--- src/rtl/count_timer_core.sv ---
// Count source for the seven-segment display: signed/unsigned event counter and MM:SS stopwatch.
// Optional lap hold enabled by defining COUNT_TIMER_LAP_EN (adds the lap input).
module count_timer_core #(
  parameter int unsigned TICK_DIV = 100000000,
  parameter int unsigned MAX_MIN  = 99
) (
  input  logic        clk,
  input  logic        rst_n,
  input  logic [1:0]  mod_sel,
  input  logic        start_stop,
  input  logic        clear,
  input  logic        evt,
  input  logic        up_dn,
`ifdef COUNT_TIMER_LAP_EN
  input  logic        lap,
`endif
  output logic [13:0] cnt1,
  output logic [6:0]  cnt2,
  output logic        sign,
  output logic        valid,
  output logic        dp_en,
  output logic [1:0]  dp_sel,
  output logic        running
);

  localparam int unsigned PreW   = (TICK_DIV > 1) ? $clog2(TICK_DIV) : 1;
  localparam logic [PreW-1:0] PreMax = PreW'(TICK_DIV - 1);
  localparam logic [13:0]     MinMax = 14'(MAX_MIN);

  typedef enum logic [1:0] {StIdle, StRun, StPause, StOvf} state_e;

  state_e          state_q, state_d;
  logic [1:0]      mode_q;
  logic [PreW-1:0] pre_q, pre_d;
  logic [13:0]     mag_q, mag_d;
  logic [5:0]      sec_q, sec_d;
  logic            neg_q, neg_d;
  logic            hold_q, hold_d;
  logic            clr_eff, ovf, upd;

  logic [13:0] cnt1_q, cnt1_d;
  logic [6:0]  cnt2_q, cnt2_d;
  logic        sign_q, sign_d;
  logic        valid_q, valid_d;
  logic        dp_en_q, dp_en_d;
  logic [1:0]  dp_sel_q, dp_sel_d;
  logic        running_q, running_d;

  always_comb begin
    clr_eff = clear | (mod_sel != mode_q);
    state_d = state_q;
    pre_d   = pre_q;
    mag_d   = mag_q;
    sec_d   = sec_q;
    neg_d   = neg_q;
    ovf     = 1'b0;

    if (clr_eff) begin
      state_d = StIdle;
      pre_d   = '0;
      mag_d   = '0;
      sec_d   = '0;
      neg_d   = 1'b0;
    end else if (mod_sel == 2'd3) begin
      state_d = StIdle;
    end else begin
      if (state_q == StRun) begin
        case (mod_sel)
          2'd0: begin
            if (evt) begin
              // Sign-magnitude: the magnitude grows when the step direction matches the sign.
              if (up_dn ^ neg_q) begin
                if (mag_q == 14'd999) ovf = 1'b1;
                else mag_d = mag_q + 14'd1;
              end else if (mag_q == 14'd0) begin
                neg_d = 1'b1;
                mag_d = 14'd1;
              end else begin
                mag_d = mag_q - 14'd1;
                if (mag_q == 14'd1) neg_d = 1'b0;
              end
            end
          end
          2'd1: begin
            if (pre_q == PreMax) begin
              pre_d = '0;
              if (sec_q == 6'd59) begin
                if (mag_q == MinMax) begin
                  ovf = 1'b1;
                end else begin
                  sec_d = '0;
                  mag_d = mag_q + 14'd1;
                end
              end else begin
                sec_d = sec_q + 6'd1;
              end
            end else begin
              pre_d = pre_q + PreW'(1);
            end
          end
          2'd2: begin
            if (evt) begin
              if (up_dn) begin
                if (mag_q == 14'd9999) ovf = 1'b1;
                else mag_d = mag_q + 14'd1;
              end else if (mag_q != 14'd0) begin
                mag_d = mag_q - 14'd1;
              end
            end
          end
          default: ;
        endcase
      end

      if (ovf) begin
        state_d = StOvf;
      end else if (start_stop) begin
        case (state_q)
          StIdle:  state_d = StRun;
          StRun:   state_d = StPause;
          StPause: state_d = StRun;
          default: ;
        endcase
      end
    end

`ifdef COUNT_TIMER_LAP_EN
    hold_d = hold_q;
    if (clr_eff) hold_d = 1'b0;
    else if (lap && (state_q == StRun)) hold_d = ~hold_q;
`else
    hold_d = 1'b0;
`endif
    // The count outputs refresh unless a lap hold was already in force before this edge.
    upd = ~hold_q | clr_eff;

    cnt1_d    = (mod_sel == 2'd3) ? 14'd0 : mag_d;
    cnt2_d    = (mod_sel == 2'd1) ? {1'b0, sec_d} : 7'd0;
    sign_d    = (mod_sel == 2'd0) ? neg_d : 1'b0;
    valid_d   = (state_d != StOvf);
    running_d = (state_d == StRun);
    dp_en_d   = (mod_sel == 2'd1);
    dp_sel_d  = (mod_sel == 2'd1) ? 2'd1 : 2'd0;
  end

  always_ff @(posedge clk) begin
    if (!rst_n) begin
      state_q   <= StIdle;
      mode_q    <= mod_sel;
      pre_q     <= '0;
      mag_q     <= '0;
      sec_q     <= '0;
      neg_q     <= 1'b0;
      hold_q    <= 1'b0;
      cnt1_q    <= '0;
      cnt2_q    <= '0;
      sign_q    <= 1'b0;
      valid_q   <= 1'b1;
      dp_en_q   <= 1'b0;
      dp_sel_q  <= '0;
      running_q <= 1'b0;
    end else begin
      state_q   <= state_d;
      mode_q    <= mod_sel;
      pre_q     <= pre_d;
      mag_q     <= mag_d;
      sec_q     <= sec_d;
      neg_q     <= neg_d;
      hold_q    <= hold_d;
      valid_q   <= valid_d;
      dp_en_q   <= dp_en_d;
      dp_sel_q  <= dp_sel_d;
      running_q <= running_d;
      if (upd) begin
        cnt1_q <= cnt1_d;
        cnt2_q <= cnt2_d;
        sign_q <= sign_d;
      end
    end
  end

  assign cnt1    = cnt1_q;
  assign cnt2    = cnt2_q;
  assign sign    = sign_q;
  assign valid   = valid_q;
  assign dp_en   = dp_en_q;
  assign dp_sel  = dp_sel_q;
  assign running = running_q;

endmodule

--- config.mk ---
export PLATFORM = sky130hd
export DESIGN_NAME = count_timer_core
export DESIGN_NICKNAME = d
export VERILOG_FILES = /design/src/rtl/count_timer_core.sv
export SDC_FILE = /design/constraint.sdc
export NUM_CORES = 1
export LEC_CHECK = 0
export ABC_AREA = 1
export CAP_MARGIN = 15
export CELL_PAD_IN_SITES_DETAIL_PLACEMENT = 0
export CELL_PAD_IN_SITES_GLOBAL_PLACEMENT = 1
export CORE_MARGIN = 3
export CORE_UTILIZATION = 41
export DETAILED_ROUTE_END_ITERATION = 12
export HOLD_SLACK_MARGIN = 0.15
export PLACE_DENSITY_LB_ADDON = 0.1
export SLEW_MARGIN = 15
export SYNTH_ARGS = -nofsm -noshare
export SYNTH_HDL_FRONTEND = slang
export SYNTH_SLANG_ARGS = --single-unit
--- constraint.sdc ---
create_clock -name clk -period 2.7 [get_ports clk]
set_input_delay 0.54 -clock clk [delete_from_list [all_inputs] [get_ports clk]]
set_output_delay 0.54 -clock clk [all_outputs]
set_load 0.005 [all_outputs]
# == Word-level counts from Yosys, hierarchy flattened ==
# Index checks and enable logic that the tools add are counted.
# word_totals
ff_bits,79
in_bits,8
# classes
addsub,4
eq_ne,14
n_mux,50
bitwise,4
n_reduce_logical,10
# ops
op,n
$mux 14,14
$mux 6,7
$pmux 14 s3,1
$add 27x1->27 const B,1
$eq 27x27->1 const B,1
$mux 27,1
$mux 1,21
$add 14x1->14 const B,1
$eq 14x1->1 const B,1
$eq 14x10->1 const B,1
$eq 14x14->1 const B,1
$eq 14x7->1 const B,1
$logic_not 14->1,1
$reduce_bool 14->1,1
$sub 14x1->14 const B,1
$mux 2,4
$add 6x1->6 const B,1
$eq 2x1->1 const B,3
$eq 2x2->1 const B,3
$eq 6x6->1 const B,1
$reduce_or 2->1,3
$logic_not 2->1,2
$pmux 2 s2,1
$reduce_and 2->1,2
7 further kinds,8

# == Longest topological paths before layout ==
# Gate-level depths: netlist (run 1).
# depth
depth_word,12
depth_mapped,17
ltp_nobuf,16

# == Worst setup path after synthesis (run 1) ==
# Ideal clock, no wire load.
# synth_path
kind,reg-to-reg
start,register mag_q[0]
end,"register cnt1_q[0], in the netlist cnt1[0]"
setup_ps,132
arrival_time_ps,2210
slack_ps,358
stages_incl_launch_ff,16
path_buffers,1
synth_period_minus_slack_ps,2342
path_cell_list,dfxtp_1 buf_2 inv_2 ha_1 inv_1 nor2_1 nand3_1 or2_1 ha_1 or2_2 nand2_1 o21ai_1 nand2_1 nand2_1 nor2_1 nor3_1
# synth_between
elab_chain_len,8
elab_cells_between_ends,22
# synth_lines
element,line_no,source
start: declaration,35,"logic [13:0] mag_q, mag_d;"
start signal: assignment,166,mag_q <= mag_d;
$sub 14x1->14 (tied with other cells),"79, 107",
"$mux 14, on equally long branches",n/a,
"$mux 14, on equally long branches","103, 72, 87",
"$mux 14, on equally long branches","102, 70, 85",
$pmux 14 s3,68,case (mod_sel)
$mux 14,67,if (state_q == StRun) begin
$mux 14 (*),64,end else if (mod_sel == 2'd3) begin
$mux 14 (*),58,if (clr_eff) begin
end signal: assignment,175,cnt1_q <= cnt1_d;
end: declaration,41,"logic [13:0] cnt1_q, cnt1_d;"
# Every way passes the cells marked *; elsewhere a longest branch is shown, timed or not.
# A chain may end at the register's enable or synchronous reset.

# == Worst setup path after layout (run 1) ==
# layout_path
start,register mag_q[0]
end,register mag_q[0]
# layout_between
elab_chain_len,8
elab_cells_between_ends,22
# layout_lines
element,line_no
$sub 14x1->14 (tied with other cells),"79, 107"
"$mux 14, on equally long branches",n/a
"$mux 14, on equally long branches","103, 72, 87"
"$mux 14, on equally long branches","102, 70, 85"
$pmux 14 s3,68
$mux 14,67
$mux 14 (*),64
$mux 14 (*),58
# Marked as above.

==> flow_metrics.tcl, run 1 <==
set metrics [dict create \
    synthMuxAreaShare_pct 0 \
    ant_nets 0 \
    critPathMaxFanout 8 \
    cts_sinks 76 \
    hold_start "pre_q[22]" \
    port_buffers 32 \
    synthSimpleGateAreaFrac_pct 48.0 \
    synth.avg_cell_area_um2 5.83 \
    area_growth_pct 16.1 \
    cp-startpoint "mag_q[0]" \
    cts_tree "done" \
    path_class "reg -> reg" \
    initial_core_util_pct 42.1 \
    hold_buffers 0 \
    postCtsSetupBuffers 0 \
    hpwl_um 12700 \
    power.density_mw_per_mm2 409 \
    clockBufferDepth 2 \
    routed_wl_um 16800 \
    grt_max_degree 23 \
    drt_iter0_drc 453 \
    synth-seq-cells 76 \
    crit_chain "inv_2 > ha_1 > inv_1 > nor2_1 > nand3_1 > or2_1 > ha_1 > or2_2 > nand2_1 > o21ai_1 > nand2_1 > nand2_1 > nor2_1 > nor2_1" \
    setup_violations 0 \
    report.final.slew_viol_count 0 \
    synth_top_area_share_pct 28.5 \
    fillers 1411 \
    period_minus_slack_ps 2410 \
    synth_top_family_by_area "simple AND/OR/NAND/NOR gates" \
    antenna_found_initial 0 \
    grt_pass1_wl_um 28000 \
    synth-seq-area-share_pct 28.5 \
    crit_family "simple AND/OR/NAND/NOR gates" \
    synth_area_mm2 0.00533 \
    ys_types 40 \
    vias 5882 \
    synth.area.top_cells "dfxtp_1 (29%), nand2_1 (21%), nor2_1 (10%)" \
    hp-class "reg -> reg" \
    r2r-start "mag_q[0]" \
    start_kind "register" \
    synth_xor_area_share_pct 2.28 \
    status "finished clean" \
    synth-edff-count 0 \
    max_stage_delay_ps 340 \
    via_per_inst 5.21 \
    worst_pin_slew_ps 569 \
    setup_tns_ps 0 \
    finalHoldViolations 0 \
    finClkSkew_ps 9.24 \
    syn-instance-count 915 \
    grt_overflow 0 \
    maxCapViolations 0 \
    clk_latency_ps 350 \
    rsz0062_at_grt "false" \
    synth_top_area_cell "dfxtp_1" \
    timing.fmax_mhz 416 \
    finalPower_mw 2.53 \
    drive_gt1_share_pct 9.81 \
    ir_drop_v 0.000250 \
    fin_cells 1130 \
    drc 0 \
    placed_cells 1114 \
    end_kind "register" \
    synth_compound_gate_area_share_pct 9.81 \
    gp_congestion 0.929 \
    cts_resized 0 \
    synth_fa_ha_area_share_pct 1.41 \
    synthArstFlopShare_pct 0 \
    die_h_um 120 \
    ys_warn_count 0 \
    worstPathBufferInverterCount 2 \
    yosysMostFrequentCell "nand2_1" \
    gr-usage-all-layers_pct 24.3 \
    coreArea_mm2 0.0127 \
    clkTransAtPathRegs_ps 70 \
    fp-row-count 41 \
    cpMaxStageDelayCell "dfxtp_1" \
    ctsRootBufferMaster "clkbuf_16" \
    ios 35 \
    dieWidth_um 120 \
    relSlewSlack_pct 62.0 \
    synthFlopType "dfxtp_1" \
    final_nets 967 \
    dieArea_mm2 0.0144 \
    wl_per_cell_um 14.9 \
    drt-pass1-iter-count 5 \
    synthTopCellsByCount "nand2_1 (297), nor2_1 (145), nand3_1 (80)" \
    cellLeakagePower_nw 2.66 \
    cp.required_ps 2940 \
    grt_pass1_vias 5555 \
    post-route-period-util_pct 89.1 \
    diodes 0 \
    crit_arrival_ps 2650 \
    htree_levels 3 \
    cts_inserted_buffers 9 \
]
[metrics by stage]
| step | utilization [%] | hold slack (ps) | setup WS, ps | instance area (um2) |
|---|---|---|---|---|
| final | 48.8 | 481 | 294 | 6190 |
| after detailed placement | 46.6 | 471 | 164 | 5900 |
| after global routing | 48.8 | 513 | 60.2 | 6190 |
| after global placement | 46.6 | 460 | 235 | 5900 |
| after floorplan | - | 443 | 358 | 5340 |
| after CTS | 48.8 | 482 | 293 | 6190 |
[registers in the layout, summed over array words and instances, names as in the netlist]
signal	cells
cnt1	14
cnt2	6
dp_en	1
mag_q	14
mode_q	2
neg_q	1
pre_q	27
running	1
sec_q	6
sign	1
state_q	2
valid	1
[layout make-up]
type | instances | area, um2 | area share, %
timing repair buffer | 59 | 523 | 8.45
multi-input combinational | 712 | 3280 | 53.1
tap | 172 | 215 | 3.48
sequential | 76 | 1520 | 24.6
inverter | 95 | 357 | 5.76
clock inverter | 6 | 48.8 | 0.789
clock buffer | 10 | 239 | 3.86
[where the power goes]
| group | switching, mW | total, mW | leakage, nW | internal [mW] |
|---|---|---|---|---|
| Sequential | 0.00286 | 1.13 | 0.613 | 1.12 |
| Clock | 0.533 | 1.19 | 0.137 | 0.656 |
| Combinational | 0.146 | 0.217 | 1.91 | 0.0712 |
[path summary, 6_finish.rpt]
| kind | to | slack, ps | cells after the start |
|---|---|---|---|
| setup / recovery | mag_q[0] | 290 | 14 |
| hold / removal | pre_q[22] | 480 | 1 |
| setup reg to reg | mag_q[0] | 290 | 14 |
| hold reg to reg | pre_q[22] | 480 | 1 |
[cells by family (layout without fill, tap and decap cells)]
kind of cell,Yosys count,count (layout)
AO/OA/AOI/OAI,95,95
XOR/XNOR,13,13
adder cells (fa/ha/maj),6,6
buffers and inverters,128,170
flip-flops,76,76
other,1,2
AND/OR/NAND/NOR,596,596
[layer usage]
metal  wire [um]  GRT usage, %  share of wire, %  vias up
met4         482          8.80               2.9        0
met5           0             0                 0        -
met3         932          4.01               5.5       35
met1        8200          34.5                49     2712
li1            -             -                 -     2975
met2        7180          37.2                43      160
[cell usage in the layout (no fill, tap or decap), types with 3 or more instances in the layout]
cell | synthesis | final
inv_1 | 76 | 76
inv_2 | 17 | 17
o21ai_1 | 22 | 22
o211ai_1 | 3 | 3
clkdlybuf4s50_1 | 0 | 32
a21oi_1 | 34 | 34
clkbuf_16 | 0 | 9
nor2_2 | 10 | 10
a211oi_1 | 5 | 5
o21ai_0 | 21 | 21
nor2_4 | 8 | 8
nor2_1 | 145 | 145
a21oi_2 | 4 | 4
nand4_1 | 15 | 15
and2_1 | 3 | 3
nand2_1 | 297 | 297
nor3_1 | 23 | 23
xor2_1 | 11 | 11
nand3_1 | 80 | 80
buf_4 | 4 | 27
ha_1 | 6 | 6
nand2_2 | 5 | 5
dfxtp_1 | 76 | 76
Note: power is estimated with default switching activity, not from simulation.
==> run 2: changes to the inputs <==
Settings changed: CORE_MARGIN 3 to default.
==> flow_metrics.tcl, run 2 (synthesis results as in run 1) <==
set metrics [dict create \
    fp-row-count 41 \
    grt_pass1_vias 5332 \
    seq_area_mm2 0.00152 \
    ctsRootBufferMaster "clkbuf_16" \
    top_register "pre_q" \
    hp-class "reg -> reg" \
    finalPower_mw 2.53 \
    gr-usage-all-layers_pct 26.3 \
    cellLeakagePower_nw 2.65 \
    cts_tree "done" \
    setup_violations 0 \
    maxCapViolations 0 \
    multiInputGateArea_mm2 0.00328 \
    cp.required_ps 2930 \
    period_minus_slack_ps 2490 \
    cts_inserted_buffers 9 \
    post-route-period-util_pct 92.2 \
    largest_register_ffs 27 \
    drt-pass1-iter-count 5 \
    report.final.slew_viol_count 0 \
    max_stage_delay_ps 310 \
    diodes 0 \
    cts_sinks 76 \
    clockBufferDepth 2 \
    setup_tns_ps 0 \
    drt_iter0_drc 433 \
    clk_latency_ps 350 \
    path_class "reg -> reg" \
    postCtsSetupBuffers 0 \
    crit_chain "inv_1 > ha_1 > inv_1 > nor2_1 > nand3_1 > or2_1 > ha_1 > or2_2 > nand2_1 > o21ai_1 > nand2_1 > nand2_1 > nor2_1 > nor3_1" \
    start_kind "register" \
    clkTransAtPathRegs_ps 60 \
    antenna_found_initial 0 \
    grt_max_degree 23 \
    critPathMaxFanout 6 \
    relSlewSlack_pct 59.7 \
    port_buffers 32 \
    layout_common_cells "nand2_1 (297), nor2_1 (145), nand3_1 (80)" \
    finalHoldViolations 0 \
    dieWidth_um 116 \
    worstPathBufferInverterCount 2 \
    grt_pass1_wl_um 27100 \
    path_common_cell "nand2_1" \
    status "finished clean" \
    die_h_um 116 \
    drive_gt1_share_pct 9.72 \
    hpwl_um 12600 \
    dieArea_mm2 0.0135 \
    fillers 1365 \
    ios 35 \
    rsz0062_at_grt "false" \
    initial_core_util_pct 42.1 \
    routed_wl_um 16500 \
    crit_family "simple AND/OR/NAND/NOR gates" \
    cpMaxStageDelayCell "dfxtp_1" \
    power.density_mw_per_mm2 410 \
    via_per_inst 5.17 \
    ir_drop_v 0.000275 \
    coreArea_mm2 0.0127 \
    htree_levels 3 \
    vias 5837 \
    final_nets 966 \
    hold_buffers 0 \
    area_growth_pct 15.8 \
    final_common_cell "nand2_1" \
    worst_pin_slew_ps 603 \
    gp_congestion 0.949 \
    timing.fmax_mhz 402 \
    end_kind "register" \
    wl_per_cell_um 14.6 \
    cts_resized 0 \
    drc 0 \
    finClkSkew_ps 7.49 \
    ant_nets 0 \
    grt_overflow 0 \
    crit_arrival_ps 2720 \
]
## run 2: changes by cell type in the layout (fill, tap and decap cells not counted)
cell	delta
clkbuf_8	-1
buf_4	-1
inv_6	+3
clkinv_4	-2
## run 2: final timing paths
kind / start / end / slack, ps / cells past startpoint
min reg2reg: pre_q[22] / pre_q[22] / 480 / 1
max reg2reg: mag_q[1] / cnt1[0] / 210 / 14
min: pre_q[22] / pre_q[22] / 480 / 1
max: mag_q[1] / cnt1[0] / 210 / 14
## run 2: per-layer routing
metal  GRT usage (%)  wire (um)  vias to the layer above
met5               0          0                        -
met4            8.55        203                        0
met2            41.0       7270                      182
met3            4.65       1170                       14
met1            36.6       7900                     2666
li1                -          -                     2975
## run 2: where the power goes
part           internal, mW  switching (mW)  total (mW)
Clock                 0.638           0.547        1.18
Sequential             1.12         0.00271        1.13
Combinational        0.0721           0.145       0.217
## run 2: through the flow
step	util (%)	area [um2]	instances	setup WS [ps]	hold slack, ps
after floorplan	-	5340	916	358	443
final	48.7	6180	1129	211	478
after detailed placement	46.5	5890	1113	201	461
after CTS	48.7	6180	1129	261	476
after global routing	48.7	6180	1129	26.1	515
after global placement	46.5	5890	1113	240	458
## run 2: cell type report
class	instances	area share [%]
Clock inverter	7	0.932
Multi-Input combinational cell	712	53.2
Timing Repair Buffer	58	8.35
Clock buffer	9	3.65
Sequential cell	76	24.6
Inverter	95	5.77
Tap cell	172	3.48
==> run 3: changes to the inputs <==
Settings changed: CELL_PAD_IN_SITES_DETAIL_PLACEMENT 0 to 1, CTS_CLUSTER_SIZE from default to 8.
==> flow_metrics.tcl, run 3 (synthesis results as in run 1) <==
set metrics [dict create \
    dieArea_mm2 0.0135 \
    end_kind "register" \
    timing.fmax_mhz 396 \
    finalPower_mw 2.65 \
    power.density_mw_per_mm2 427 \
    cts_resized 0 \
    top_register "pre_q" \
    rrSetupSlack_ps 180 \
    die_h_um 116 \
    hold_buffers 0 \
    drt_iter0_drc 310 \
    routed_wl_um 19100 \
    rsz0062_at_grt "false" \
    ios 35 \
    gp_congestion 0.949 \
    grt_pass1_wl_um 31400 \
    grt_overflow 0 \
    cp.required_ps 2940 \
    crit_chain "inv_1 > ha_1 > inv_1 > nor2_1 > nand3_1 > or2_1 > ha_1 > or2_2 > nand2_1 > o21ai_1 > nand2_1 > nand2_1 > nor2_1 > nor3_1" \
    dieWidth_um 116 \
    cp-startpoint "mag_q[1]" \
    via_per_inst 5.46 \
    cpMaxStageDelayCell "dfxtp_1" \
    hp-class "reg -> reg" \
    post-route-period-util_pct 93.5 \
    clkTransAtPathRegs_ps 70 \
    stdcell_area_mm2 0.00620 \
    port_buffers 32 \
    status "finished clean" \
    ctsRootBufferMaster "clkbuf_16" \
    finalHoldViolations 0 \
    clockBufferDepth 2 \
    clk_latency_ps 360 \
    drive_gt1_share_pct 9.72 \
    htree_levels 3 \
    ir_drop_v 0.000252 \
    worst_pin_slew_ps 640 \
    cts_inserted_buffers 9 \
    gr-usage-all-layers_pct 30.5 \
    hpwl_um 14500 \
    hold_ws_ps 494 \
    hold_start "pre_q[22]" \
    vias 6169 \
    diodes 0 \
    postCtsSetupBuffers 0 \
    setup_tns_ps 0 \
    ant_nets 0 \
    max_stage_delay_ps 310 \
    cts_sinks 76 \
    antenna_found_initial 0 \
    area_growth_pct 16.3 \
    final_common_cell "nand2_1" \
    maxCapViolations 0 \
    final_nets 966 \
    grt_pass1_vias 6272 \
    layout_common_cells "nand2_1 (297), nor2_1 (145), nand3_1 (80)" \
    drt-pass1-iter-count 5 \
    coreArea_mm2 0.0127 \
    path_common_cell "nand2_1" \
    cts_tree "done" \
    r2r-start "mag_q[1]" \
    crit_arrival_ps 2770 \
    setup_violations 0 \
    grt_max_degree 23 \
    cellLeakagePower_nw 2.66 \
    dpl_cell_area_mm2 0.00589 \
    fin_util_pct 48.9 \
    fillers 1831 \
    relSlewSlack_pct 57.2 \
    critPathMaxFanout 6 \
    period_minus_slack_ps 2520 \
    drc 0 \
    ff2ff_path_depth 14 \
    start_kind "register" \
    fp-row-count 41 \
    wl_per_cell_um 16.9 \
    endpoint "cnt1[0]" \
    path_class "reg -> reg" \
    finClkSkew_ps 10.8 \
    r2r_end "cnt1[0]" \
    initial_core_util_pct 42.1 \
    report.final.slew_viol_count 0 \
    largest_register_ffs 27 \
]
run 3: cell count changes in the layout (fill, tap and decap cells not counted):
| cell | before | now |
|---|---|---|
| clkinv_2 | 1 | 0 |
| inv_8 | 1 | 0 |
| bufinv_16 | 0 | 1 |
| clkbuf_8 | 0 | 1 |
| clkinvlp_4 | 2 | 3 |
| inv_6 | 3 | 2 |
run 3: cell type report:
type / count / area [um2] / share of cell area, %
Timing Repair Buffer: 58 / 515 / 8.31
Multi-Input combinational cell: 712 / 3280 / 53.0
Clock inverter: 6 / 70.1 / 1.13
Inverter: 95 / 357 / 5.75
Tap cell: 172 / 215 / 3.47
Clock buffer: 10 / 239 / 3.85
Sequential cell: 76 / 1520 / 24.5
run 3: report_power, final:
| part | total, mW | internal (mW) | switching [mW] |
|---|---|---|---|
| Sequential | 1.13 | 1.12 | 0.00290 |
| Combinational | 0.224 | 0.0721 | 0.152 |
| Clock | 1.30 | 0.748 | 0.549 |
run 3: critical path: cells and delay by family (launching register included):
| kind | cells | cell delay (ps) |
|---|---|---|
| simple gates | 9 | 1260 |
| fa+ha+maj | 2 | 530 |
| flops | 1 | 310 |
| buf+inv | 2 | 250 |
| compound gates | 1 | 60 |
run 3: how the worst min path moves through the flow:
stage / end / slack [ps] / depth (start not counted)
after CTS: pre_q[22] / 490 / 1
after global routing: pre_q[22] / 520 / 1
after detailed placement: pre_q[22] / 480 / 1
after global placement: pre_q[22] / 460 / 1
after floorplan: pre_q[22] / 440 / 1
final: pre_q[22] / 490 / 1
run 3: metal layers:
metal	GRT usage, %	routed length, um	up-vias
met2	51.5	9070	139
met4	10.5	439	0
met3	6.54	941	33
met1	38.4	8660	3034
met5	0	0	-
li1	-	-	2963
run 3: through the flow:
| stage | instances | setup WS (ps) |
|---|---|---|
| 2_1_floorplan | 916 | 358 |
| 3_3_place_gp | 1113 | 240 |
| 3_5_place_dp | 1113 | 153 |
| 4_1_cts | 1129 | 224 |
| 5_1_grt | 1129 | 3.21 |
| 6_report | 1129 | 177 |
